==> config.mk <==
export PLATFORM = sky130hd
export DESIGN_NAME = full_adder_st
export DESIGN_NICKNAME = d
export VERILOG_FILES = /design/src/rtl/full_adder_st.sv
export SDC_FILE = /design/constraint.sdc
export NUM_CORES = 1
export LEC_CHECK = 0
export ABC_AREA = 1
export CAP_MARGIN = 20
export CELL_PAD_IN_SITES_DETAIL_PLACEMENT = 0
export CELL_PAD_IN_SITES_GLOBAL_PLACEMENT = 1
export CORE_AREA = 2 2 39 41
export CTS_CLUSTER_SIZE = 28
export DETAILED_ROUTE_END_ITERATION = 7
export DIE_AREA = 0 0 41 43
export PLACE_DENSITY_LB_ADDON = 0.1
export SLEW_MARGIN = 40
export SYNTH_ARGS = -nofsm -noshare
export SYNTH_HDL_FRONTEND = slang
export SYNTH_SLANG_ARGS = --single-unit
==> constraint.sdc <==
create_clock -name clk -period 1.1 [get_ports clk]
set_input_delay 0.22 -clock clk [delete_from_list [all_inputs] [get_ports clk]]
set_output_delay 0.22 -clock clk [all_outputs]
set_load 0.01 [all_outputs]
==> src/rtl/full_adder_st.sv <==
// Registered ripple-carry adder: WIDTH full-adder cells built from half adders,
// followed by one output register stage qualified by in_valid.

module full_adder_st_ha (
  input  logic a,
  input  logic b,
  output logic s,
  output logic c
);
  assign s = a ^ b;
  assign c = a & b;
endmodule

module full_adder_st_fa (
  input  logic a,
  input  logic b,
  input  logic ci,
  output logic s,
  output logic co
);
  logic s_ab;
  logic c_ab;
  logic c_abc;

  full_adder_st_ha u_ha_ab (
    .a (a),
    .b (b),
    .s (s_ab),
    .c (c_ab)
  );

  full_adder_st_ha u_ha_abc (
    .a (s_ab),
    .b (ci),
    .s (s),
    .c (c_abc)
  );

  assign co = c_ab | c_abc;
endmodule

module full_adder_st #(
  parameter int WIDTH = 2
) (
  input  logic             clk,
  input  logic             rst,
  input  logic [WIDTH-1:0] A,
  input  logic [WIDTH-1:0] B,
  input  logic             Cin,
  input  logic             in_valid,
  output logic [WIDTH-1:0] Sum,
  output logic             Cout,
  output logic             out_valid
);
  logic [WIDTH:0]   carry_p0;
  logic [WIDTH-1:0] sum_p0;
  logic [WIDTH-1:0] sum_p1;
  logic             cout_p1;
  logic             vld_p1;

  // Stage p0: combinational ripple chain, LSB to MSB.
  assign carry_p0[0] = Cin;

  for (genvar i = 0; i < WIDTH; i++) begin : g_bit
    full_adder_st_fa u_cell (
      .a  (A[i]),
      .b  (B[i]),
      .ci (carry_p0[i]),
      .s  (sum_p0[i]),
      .co (carry_p0[i+1])
    );
  end

  // Stage p1: result register; data holds when the input is not valid.
  // Data is cleared by reset too, since outputs must read zero during reset.
  always_ff @(posedge clk or posedge rst) begin
    if (rst) begin
      sum_p1  <= '0;
      cout_p1 <= 1'b0;
      vld_p1  <= 1'b0;
    end else begin
      vld_p1 <= in_valid;
      if (in_valid) begin
        sum_p1  <= sum_p0;
        cout_p1 <= carry_p0[WIDTH];
      end
    end
  end

  assign Sum       = sum_p1;
  assign Cout      = cout_p1;
  assign out_valid = vld_p1;
endmodule

==> key figures, run 1 <==
Clocking
  • Library cell used as clock root buffer: sky130_fd_sc_hd__clkbuf_4
  • Largest buffer count on any clock path: 2
  • Worst skew pair latency: between 200 and 250 ps
  • Clock-pin transition on the worst setup and hold timing paths: 40 ps
  • CTS tree: done
  • Clock buffer count from CTS: 3
  • Number of sinks handled by clock tree synthesis: 4
  • # Post-CTS Setup Buffers: 0
  • Number of H-tree branching levels: 1

Logic synthesis
  • Yosys cell types: 5
  • Proportion of netlist area held by the largest area contributor: about 47%
  • Register area share after synthesis: 47.3%
  • Net Count, Synth: 35
  • Number of warnings printed during yosys synthesis: 0
  • Post-Syn Area: 211 µm²
  • Flops & latches, synth: 4
  • Avg Cell Area, Syn: 8.46 µm²
  • Post-Synthesis Cells: 25
  • Top cells by area, synth: sky130_fd_sc_hd__dfrtp_1 (47%), sky130_fd_sc_hd__fa_1 (19%), sky130_fd_sc_hd__inv_1 (16%)
  • Cell taking the most area after synthesis: sky130_fd_sc_hd__dfrtp_1

Worst setup path
  • Critical Path End Type: register
  • Data arrival time of the critical path: approximately 1400 ps
  • Data required time at the worst endpoint: 1220 ps
  • Dominant cell type by count on the critical path: sky130_fd_sc_hd__fa_2
  • Crit Path Category: in2reg
  • Slowest cell delay on critical path: around 530 ps
  • Worst-path fanout max: 1
  • Ordered list of cells on the worst path: buf_6 -> inv_4 -> fa_2 -> fa_2 -> inv_2 -> nand2_2 -> nand2_1
  • Worst setup SP type: input port
  • FF-to-FF path depth: 2
  • Critical path's slowest cell: sky130_fd_sc_hd__fa_2

Routing
  • Count of vias placed by the detailed router: 173
  • DRT iter0 DRCs: 0
  • Final routed DRC violation total: 0
  • Remaining antenna violation count after routing: 0
  • Pre-Repair DR Iteration Count: 1
  • Average via count per standard cell: between 3 and 4
  • Routed WL per cell: around 6.4 µm
  • Aggregate routed wire length: 354 µm

Global routing
  • GRT Residual Overflow: 0
  • Initial antenna violation count: 0
  • Wire length of the first global-routing pass: 538 µm
  • Tot GR Track Use: between 5 and 6%
  • Number of global-route vias before repair: about 160
  • Maximum number of pins on one net before global-route repair: 6

Timing
  • Highest achievable clock rate: 814 MHz
  • Worst slew margin relative to its limit: just under 90%
  • Setup repair after global routing missed its margin: yes
  • Clock skew after layout: 0 ps
  • Final worst slack: -129 ps
  • Final Max Slew Viols: 0
  • Minimum clock period: between 1000 and 1500 ps
  • Worst Tran Pin Value: 190 ps
  • Share of the cycle needed by the critical path after routing: 112%
  • Hold slack: about 180 ps
  • Setup total negative slack: -129 ps
  • Final-report setup violation count: 1
  • Final count of hold timing violations: 0

Floorplanning
  • Placeable core region: around 1400 µm²
  • Starting Density: around 15%
  • Die Y: around 43 µm
  • IO Count: 12
  • Die outline width: slightly above 40 µm
  • Total number of placement rows: 14
  • DIE AREA: between 1500 and 2000 µm²

Status
  • Failing checks: setup timing
  • Result of the run: finished with violations

Pwr
  • VDD IR max: 234 µV
  • Pwr per Cell Area: ~1200 nW/µm²
  • Leak: between 0.0002 and 0.00025 µW

Run
  • Number of violations of the max-capacitance limit: 0

Cells and area
  • Count of nets after finishing: 51
  • Area growth syn-to-layout: 72.2%
  • Share of layout cells above drive strength 1: between 40% and 50%
  • Most common cell after layout, fill and taps aside: sky130_fd_sc_hd__nand2_1
  • Antenna diodes: 0
  • Leading cell types in the layout, fill and taps excluded: sky130_fd_sc_hd__nand2_1 (8), sky130_fd_sc_hd__inv_2 (5), sky130_fd_sc_hd__dfrtp_1 (4), sky130_fd_sc_hd__inv_1 (4), sky130_fd_sc_hd__clkbuf_4 (3)

Placed design
  • Buffers added on ports: 11
  • Final weighted congestion of routability-driven global placement: slightly below 0.6

Worst hold path
  • Worst hold-check path type: in2async
## layer usage
layer	GRT usage [%]	up-vias	wire length [µm]
li1	-	94	-
met1	4.87	69	124
met2	6.56	10	181
met3	0	0	48
met4	10.0	0	0
met5	0	-	0
## stage by stage
step                cell area (µm²)  setup WS [ps]  std cells  util (%)  total power (µW)
floorplan                       214           -239         25         -               224
global placement                344           -739         52      24.9               291
detailed placement              344           -744         52      24.9               293
CTS                             353           -171         55      25.5               464
global route                    364           -167         55      26.3               492
finish                          364           -129         55      26.3               455
## path summary, 6_finish.rpt
kind                       slack [ps]   start   endpoint
setup / recovery                 -130    B[0]     Sum[1]
hold / removal                    180     rst  out_valid
setup reg to reg                  510    Cout       Cout
hold reg to reg                   460  Sum[1]     Sum[1]
max in group asynchronous         780     rst       Cout
min in group clk                  460  Sum[1]     Sum[1]
## where the power goes
group | switching (µW) | internal [µW]
Combinational | 50.6 | 56.0
Sequential | 8.26 | 166
Clock | 52.4 | 121
## state kept, by name, summed over array words and instances (netlist names)
name / flops
Cout: 1
out_valid: 1
Sum: 2
## cell families after synthesis
family / share of synthesized area (%)
fa+ha+maj: 18.9
buf+inv: 17.7
flops: 47.3
simple gates: 16.0
## critical path, delay by kind of cell
family                   cells  cell delay (ps)
adder cells (fa/ha/maj)      2              910
buffers and inverters        3              130
AND/OR/NAND/NOR              2               90
## area by class of cell
| class | count | area (µm²) |
|---|---|---|
| multi-input combinational | 11 | 81.3 |
| inverter | 10 | 40.0 |
| tap | 16 | 20.0 |
| fill | 154 | 1020 |
| sequential | 4 | 100 |
| timing repair buffer | 11 | 100 |
| clock buffer | 3 | 22.5 |
## what timing repair did
item                                    4_1_cts  5_1_grt
hold buffers                                  0        0
resized for setup                            19        9
endpoints found under the setup margin        7        3
gates cloned                                  0        0
pin swaps                                     4        3
## synth_stat cells
cell type	instances
sky130_fd_sc_hd__nand2_1	9
sky130_fd_sc_hd__dfrtp_1	4
sky130_fd_sc_hd__inv_1	9
sky130_fd_sc_hd__inv_2	1
sky130_fd_sc_hd__fa_1	2
Power figures use the tool's default switching activity.
==> run 2, diff against run 1 <==
--- a/config.mk
+++ b/config.mk
@@ -9,10 +9,10 @@
 export CAP_MARGIN = 20
 export CELL_PAD_IN_SITES_DETAIL_PLACEMENT = 0
 export CELL_PAD_IN_SITES_GLOBAL_PLACEMENT = 1
-export CORE_AREA = 2 2 39 41
+export CORE_AREA = 5 5 42 44
 export CTS_CLUSTER_SIZE = 28
 export DETAILED_ROUTE_END_ITERATION = 7
-export DIE_AREA = 0 0 41 43
+export DIE_AREA = 0 0 47 49
 export PLACE_DENSITY_LB_ADDON = 0.1
 export SLEW_MARGIN = 40
 export SYNTH_ARGS = -nofsm -noshare
==> run 2 against run 1 <==
  * The flow still finishes with violations (setup timing)
  * Clock power grew 9%
  * Die area grew 31%
  * Hold slack worse by 4.5 ps
  * Critical path depth unchanged
  * Highest routed layer is now met4
  * Clock-buffer cell count is the same
==> key figures, run 2 (synthesis gave the netlist of run 1 again) <==
Global routing
  • GRT Residual Overflow: 0
  • Initial antenna violation count: 0
  • Number of global-route vias before repair: between 200 and 250
  • Wire length of the first global-routing pass: between 800 and 900 µm
  • Maximum number of pins on one net before global-route repair: 6
  • Tot GR Track Use: ~5.5%

Routing
  • Aggregate routed wire length: roughly 470 µm
  • Final routed DRC violation total: 0
  • Average via count per standard cell: around 3.4
  • Remaining antenna violation count after routing: 0
  • DRT iter0 DRCs: 0
  • Routed WL per cell: about 8.5 µm
  • Pre-Repair DR Iteration Count: 1
  • Count of vias placed by the detailed router: roughly 190

Cells and area
  • Storage element area: 100 µm²
  • Leading cell types in the layout, fill and taps excluded: sky130_fd_sc_hd__nand2_1 (9), sky130_fd_sc_hd__inv_1 (6), sky130_fd_sc_hd__dfrtp_1 (4)
  • Share of layout cells above drive strength 1: 33.3%
  • Most common cell after layout, fill and taps aside: sky130_fd_sc_hd__nand2_1
  • Number of inserted filler cells in the final layout: between 150 and 200
  • Area occupied by multi-input gates: 76.3 µm²
  • Antenna diodes: 0
  • Area growth syn-to-layout: 71.0%
  • Share of the core filled with cells in the final layout: 25.8%
  • Count of nets after finishing: 51
  • Max reg flops: 2

Worst setup path
  • Worst setup path end: Sum[1]
  • Worst reg2reg endpoint: Sum[0]
  • Crit Path Category: in2reg
  • Worst-path fanout max: 1
  • Register-to-register setup slack: 510 ps
  • FF-to-FF path depth: 2
  • R2r startpoint: Sum[0]
  • Launching instance or port of the critical path: Cin
  • Data required time at the worst endpoint: 1220 ps
  • Data arrival time of the critical path: approximately 1300 ps
  • Worst setup SP type: input port
  • Critical Path End Type: register

Clocking
  • Number of H-tree branching levels: 1
  • Worst skew pair latency: about 240 ps
  • Cts hold-fix bufs: 0
  • Largest buffer count on any clock path: 2
  • Clock-pin transition on the worst setup and hold timing paths: 40 ps
  • # Post-CTS Setup Buffers: 0
  • Library cell used as clock root buffer: sky130_fd_sc_hd__clkbuf_4
  • CTS tree: done
  • Clock buffer count from CTS: 3
  • Number of sinks handled by clock tree synthesis: 4

Pwr
  • VDD IR max: approximately 510 µV
  • Pwr per Cell Area: approximately 1300 nW/µm²
  • Leak: around 0.00021 µW

Timing
  • Minimum clock period: ~1200 ps
  • Worst Tran Pin Value: around 180 ps
  • Final-report setup violation count: 1
  • Worst slew margin relative to its limit: between 80% and 90%
  • Final count of hold timing violations: 0
  • Final Max Slew Viols: 0
  • Setup repair after global routing missed its margin: yes
  • Clock skew after layout: 0 ps
  • Highest achievable clock rate: roughly 840 MHz
  • Share of the cycle needed by the critical path after routing: 108%
  • Hold slack: between 150 and 200 ps
  • Final worst slack: -85.7 ps

Floorplanning
  • Die outline width: approximately 47 µm
  • Total number of placement rows: 14
  • Placeable core region: 1400 µm²
  • IO Count: 12
  • Starting Density: 15.1%
  • Die Y: about 49 µm
  • DIE AREA: 2300 µm²

Status
  • Result of the run: finished with violations
  • Failing checks: setup timing

Placed design
  • Buffers added on ports: 11
  • Half-perimeter wire length after detailed placement: approximately 380 µm
  • Final weighted congestion of routability-driven global placement: between 0.5 and 0.6

Worst hold path
  • Worst hold-check path type: in2async

Run
  • Number of violations of the max-capacitance limit: 0
run 2: how the worst min path moves through the flow:
| stage | start | endpoint | slack [ps] | depth (start not counted) |
|---|---|---|---|---|
| after global placement | rst | Sum[0] | 410 | 2 |
| after detailed placement | rst | out_valid | 430 | 2 |
| final | rst | Sum[0] | 170 | 2 |
| after floorplan | rst | Cout | -10 | 1 |
| after CTS | rst | Sum[0] | 180 | 2 |
| after global routing | rst | Sum[0] | 200 | 2 |
run 2: repair_timing:
| item | in CTS | in global routing |
|---|---|---|
| endpoints found under the setup margin | 7 | 5 |
| pin swaps | 3 | 3 |
| resized for setup | 21 | 8 |
| hold endpoints to repair | 0 | 0 |
run 2: metal layers:
metal  vias up  wire length [µm]  track usage [%]
met4         0                12             9.68
met1        86               162             5.80
met5         -                 0                0
met3         2                35             1.11
li1         93                 -                -
met2         6               256             6.33
run 2: final cells by class:
type / instances / area share [%]
Timing Repair Buffer: 11 / 28.4
Sequential cell: 4 / 27.7
Multi-Input combinational cell: 11 / 21.1
Inverter: 10 / 11.1
Clock buffer: 3 / 6.23
Tap cell: 16 / 5.54
run 2: through the flow:
stage / TNS, ps / std cells / total power [µW] / worst slack [ps] / instance area (µm²)
floorplan: -325 / 25 / 224 / -239 / 214
detailed placement: -1820 / 52 / 297 / -770 / 344
CTS: -121 / 55 / 485 / -121 / 355
global placement: -1790 / 52 / 295 / -753 / 344
global route: -105 / 55 / 516 / -105 / 362
finish: -85.7 / 55 / 466 / -85.7 / 362
run 2: report_power, final:
group / switching (µW) / internal [µW]
Combinational: 49.1 / 53.8
Clock: 66.1 / 122
Sequential: 8.54 / 166
Total: 124 / 342
run 2: worst max-delay path: stages:
cell and delay (ps):
sky130_fd_sc_hd__buf_8 70, sky130_fd_sc_hd__inv_4 30, sky130_fd_sc_hd__fa_2 370, sky130_fd_sc_hd__fa_1 480
sky130_fd_sc_hd__inv_1 40, sky130_fd_sc_hd__nand2_1 50, sky130_fd_sc_hd__nand2_1 50
==> run 3, diff against run 2 <==
--- a/config.mk
+++ b/config.mk
@@ -6,10 +6,10 @@
 export NUM_CORES = 1
 export LEC_CHECK = 0
 export ABC_AREA = 1
-export CAP_MARGIN = 20
 export CELL_PAD_IN_SITES_DETAIL_PLACEMENT = 0
 export CELL_PAD_IN_SITES_GLOBAL_PLACEMENT = 1
 export CORE_AREA = 5 5 42 44
+export CTS_CLUSTER_DIAMETER = 120
 export CTS_CLUSTER_SIZE = 28
 export DETAILED_ROUTE_END_ITERATION = 7
 export DIE_AREA = 0 0 47 49
==> results of run 3 <==
Final layout, timing and power as in run 2 (identical DEF).
==> patch, RTL diff (settings of run 2) <==
Change the parameter `WIDTH` from 2 to 4.
--- a/src/rtl/full_adder_st.sv
+++ b/src/rtl/full_adder_st.sv
@@ -40,7 +40,7 @@
 endmodule
 
 module full_adder_st #(
-  parameter int WIDTH = 2
+  parameter int WIDTH = 4
 ) (
   input  logic             clk,
   input  logic             rst,
Interface: changed (resized A, B and Sum); port bits go from 12 to 18. No check against the original RTL was run, so the function may have changed too.
==> patch against run 2 <==
The flow still finishes with violations (negative setup slack); register-to-register slack barely moved; total power rose by 41%; final cell count rose by 35%; final area rose by 58%; area after synthesis rose by 57%; setup slack got worse by 0.50 ns; wire length rose by 40%; first-iteration DRC count rose by 1; sequential cell count rose by 2; sequential power rose by 55%; critical endpoint is now Sum[3].
==> patch: results (changes against run 2) <==
stage	metric	value	unit	change
clock_tree	cts_inserted_buffers	3		unchanged
global_routing	grtUsageMet1	0.0659		+0.00787
global_routing	grt_pass1_vias	284		+38%
clock_tree	clockRootBuffer	clkbuf_4		
route	vias	292		+56%
yosys	ys_seq_area_frac	0.453		-0.0205
global_routing	grtUsageMet2	0.0950		+0.0317
yosys	ys_async_sr_fraction	1.00		unchanged
global_routing	grt_usage	0.0754		+0.0202
sta	fin_ws	-0.589	ns	-0.503 ns
clock_tree	insertion_delay	0.24	ns	about the same
route	wl_met3	102	microns	+190%
yosys	synthAdderAreaFrac	0.242		+0.0522
yosys	synth_ff_type	dfrtp_1		
yosys	ys_types	5		unchanged
route	drt_iter0_markers	1		+1
clock_tree	htreeDepth	1		unchanged
yosys	synth_area_leaders	dfrtp_1 (45%), fa_1 (24%), nand2_1 (17%)		
finish	drive_gt1_frac	0.362		+0.0287
global_routing	grt_start_max_net_pins	7		+1
run_status	outcome	complete, but fails checks		
place	portBuffers	17		+6
setup_path	path_max_fanout	1		unchanged
sta	setup_viol	4		+3
yosys	synth_common_cells	nand2_1 (15), inv_1 (11), dfrtp_1 (6)		
sta	fin_worst_skew	0	ns	unchanged
setup_path	rrSetupSlack	0.51	ns	about the same
route	firstDrtPassIters	4		+3
pwr	ir_drop	0.330	mV	-35%
global_routing	met3_usage	0.00738		-0.00369
finish	nets	76		+49%
setup_path	crit_path_end	Sum[3]		
route	wl_met1	203	microns	+25%
sta	whs	0.198	ns	+0.0273 ns
route	wl_met2	282	microns	+10%
min_path	hp-class	in -> async		
place	dp_hpwl	573	microns	+50%
yosys	synth.net_count	53		+51%
setup_path	startpoint	A[0]		
sta	worstMarginPinSlew	0.217	ns	+0.0399 ns
run_status	violations	negative setup slack		
route	detail_route.wirelength	657	microns	+40%
global_routing	antenna_found_initial	0		unchanged
clock_tree	clockBufferDepth	2		unchanged
yosys	ys_warn_count	0		unchanged
setup_path	worstPathArrival	1.87	ns	+0.56 ns
setup_path	timing.rr.end	Sum[2]		
place	place_congestion	0.698		+17%
route	highest_layer	met4		
global_routing	grt_pass1_wl	1.06	mm	+30%
finish	diodes	0		unchanged
setup_path	r2r_start	Sum[2]		
finish	largest_reg_flops	4		+2
pwr	p_leak	0.300	nW	+41%
==> patch: logic make-up (layout without fill, tap and decap cells) <==
| kind of cell | after synthesis | in the layout |
|---|---|---|
| buffers and inverters | 12 | 33 |
| AND/OR/NAND/NOR | 15 | 15 |
| adder cells (fa/ha/maj) | 4 | 4 |
| flip-flops | 6 | 6 |
==> patch: what timing repair did <==
| action | CTS | global route |
|---|---|---|
| setup endpoints to repair | 11 | 7 |
| buffers inserted | 0 | 0 |
| pin swaps | 6 | 7 |
| resized for setup | 32 | 6 |
==> patch: power by group <==
| group | switching (mW) | internal (mW) | total, mW |
|---|---|---|---|
| logic | 0.0899 | 0.102 | 0.192 |
| clock network | 0.0747 | 0.123 | 0.198 |
| registers | 0.0162 | 0.253 | 0.270 |
| total | 0.181 | 0.478 | 0.659 |
==> patch: critical path: stages <==
cell and delay (ns):
buf_8 0.11, inv_12 0.04, fa_2 0.17, inv_2 0.04
fa_2 0.33, fa_2 0.34, inv_2 0.06, fa_2 0.41
inv_1 0.06, nand2_1 0.04, nand2_1 0.04
==> patch: cell type report <==
| type | instances | area [sq um] |
|---|---|---|
| timing repair buffer | 18 | 168 |
| clock buffer | 3 | 22.5 |
| tap | 16 | 20.0 |
| inverter | 12 | 65.1 |
| sequential | 6 | 150 |
| multi-input combinational | 19 | 146 |
| fill | 154 | 830 |
==> patch: stage by stage <==
step                power (mW)  TNS, ns  instance area [sq um]  std cells  setup WS [ns]
floorplan                0.360    -1.70                    359         37         -0.692
global placement         0.486    -4.99                    557         71          -1.37
detailed placement       0.492    -5.06                    557         71          -1.39
CTS                      0.690    -1.46                    584         74         -0.666
global route             0.716    -1.49                    572         74         -0.641
finish                   0.659    -1.28                    572         74         -0.589
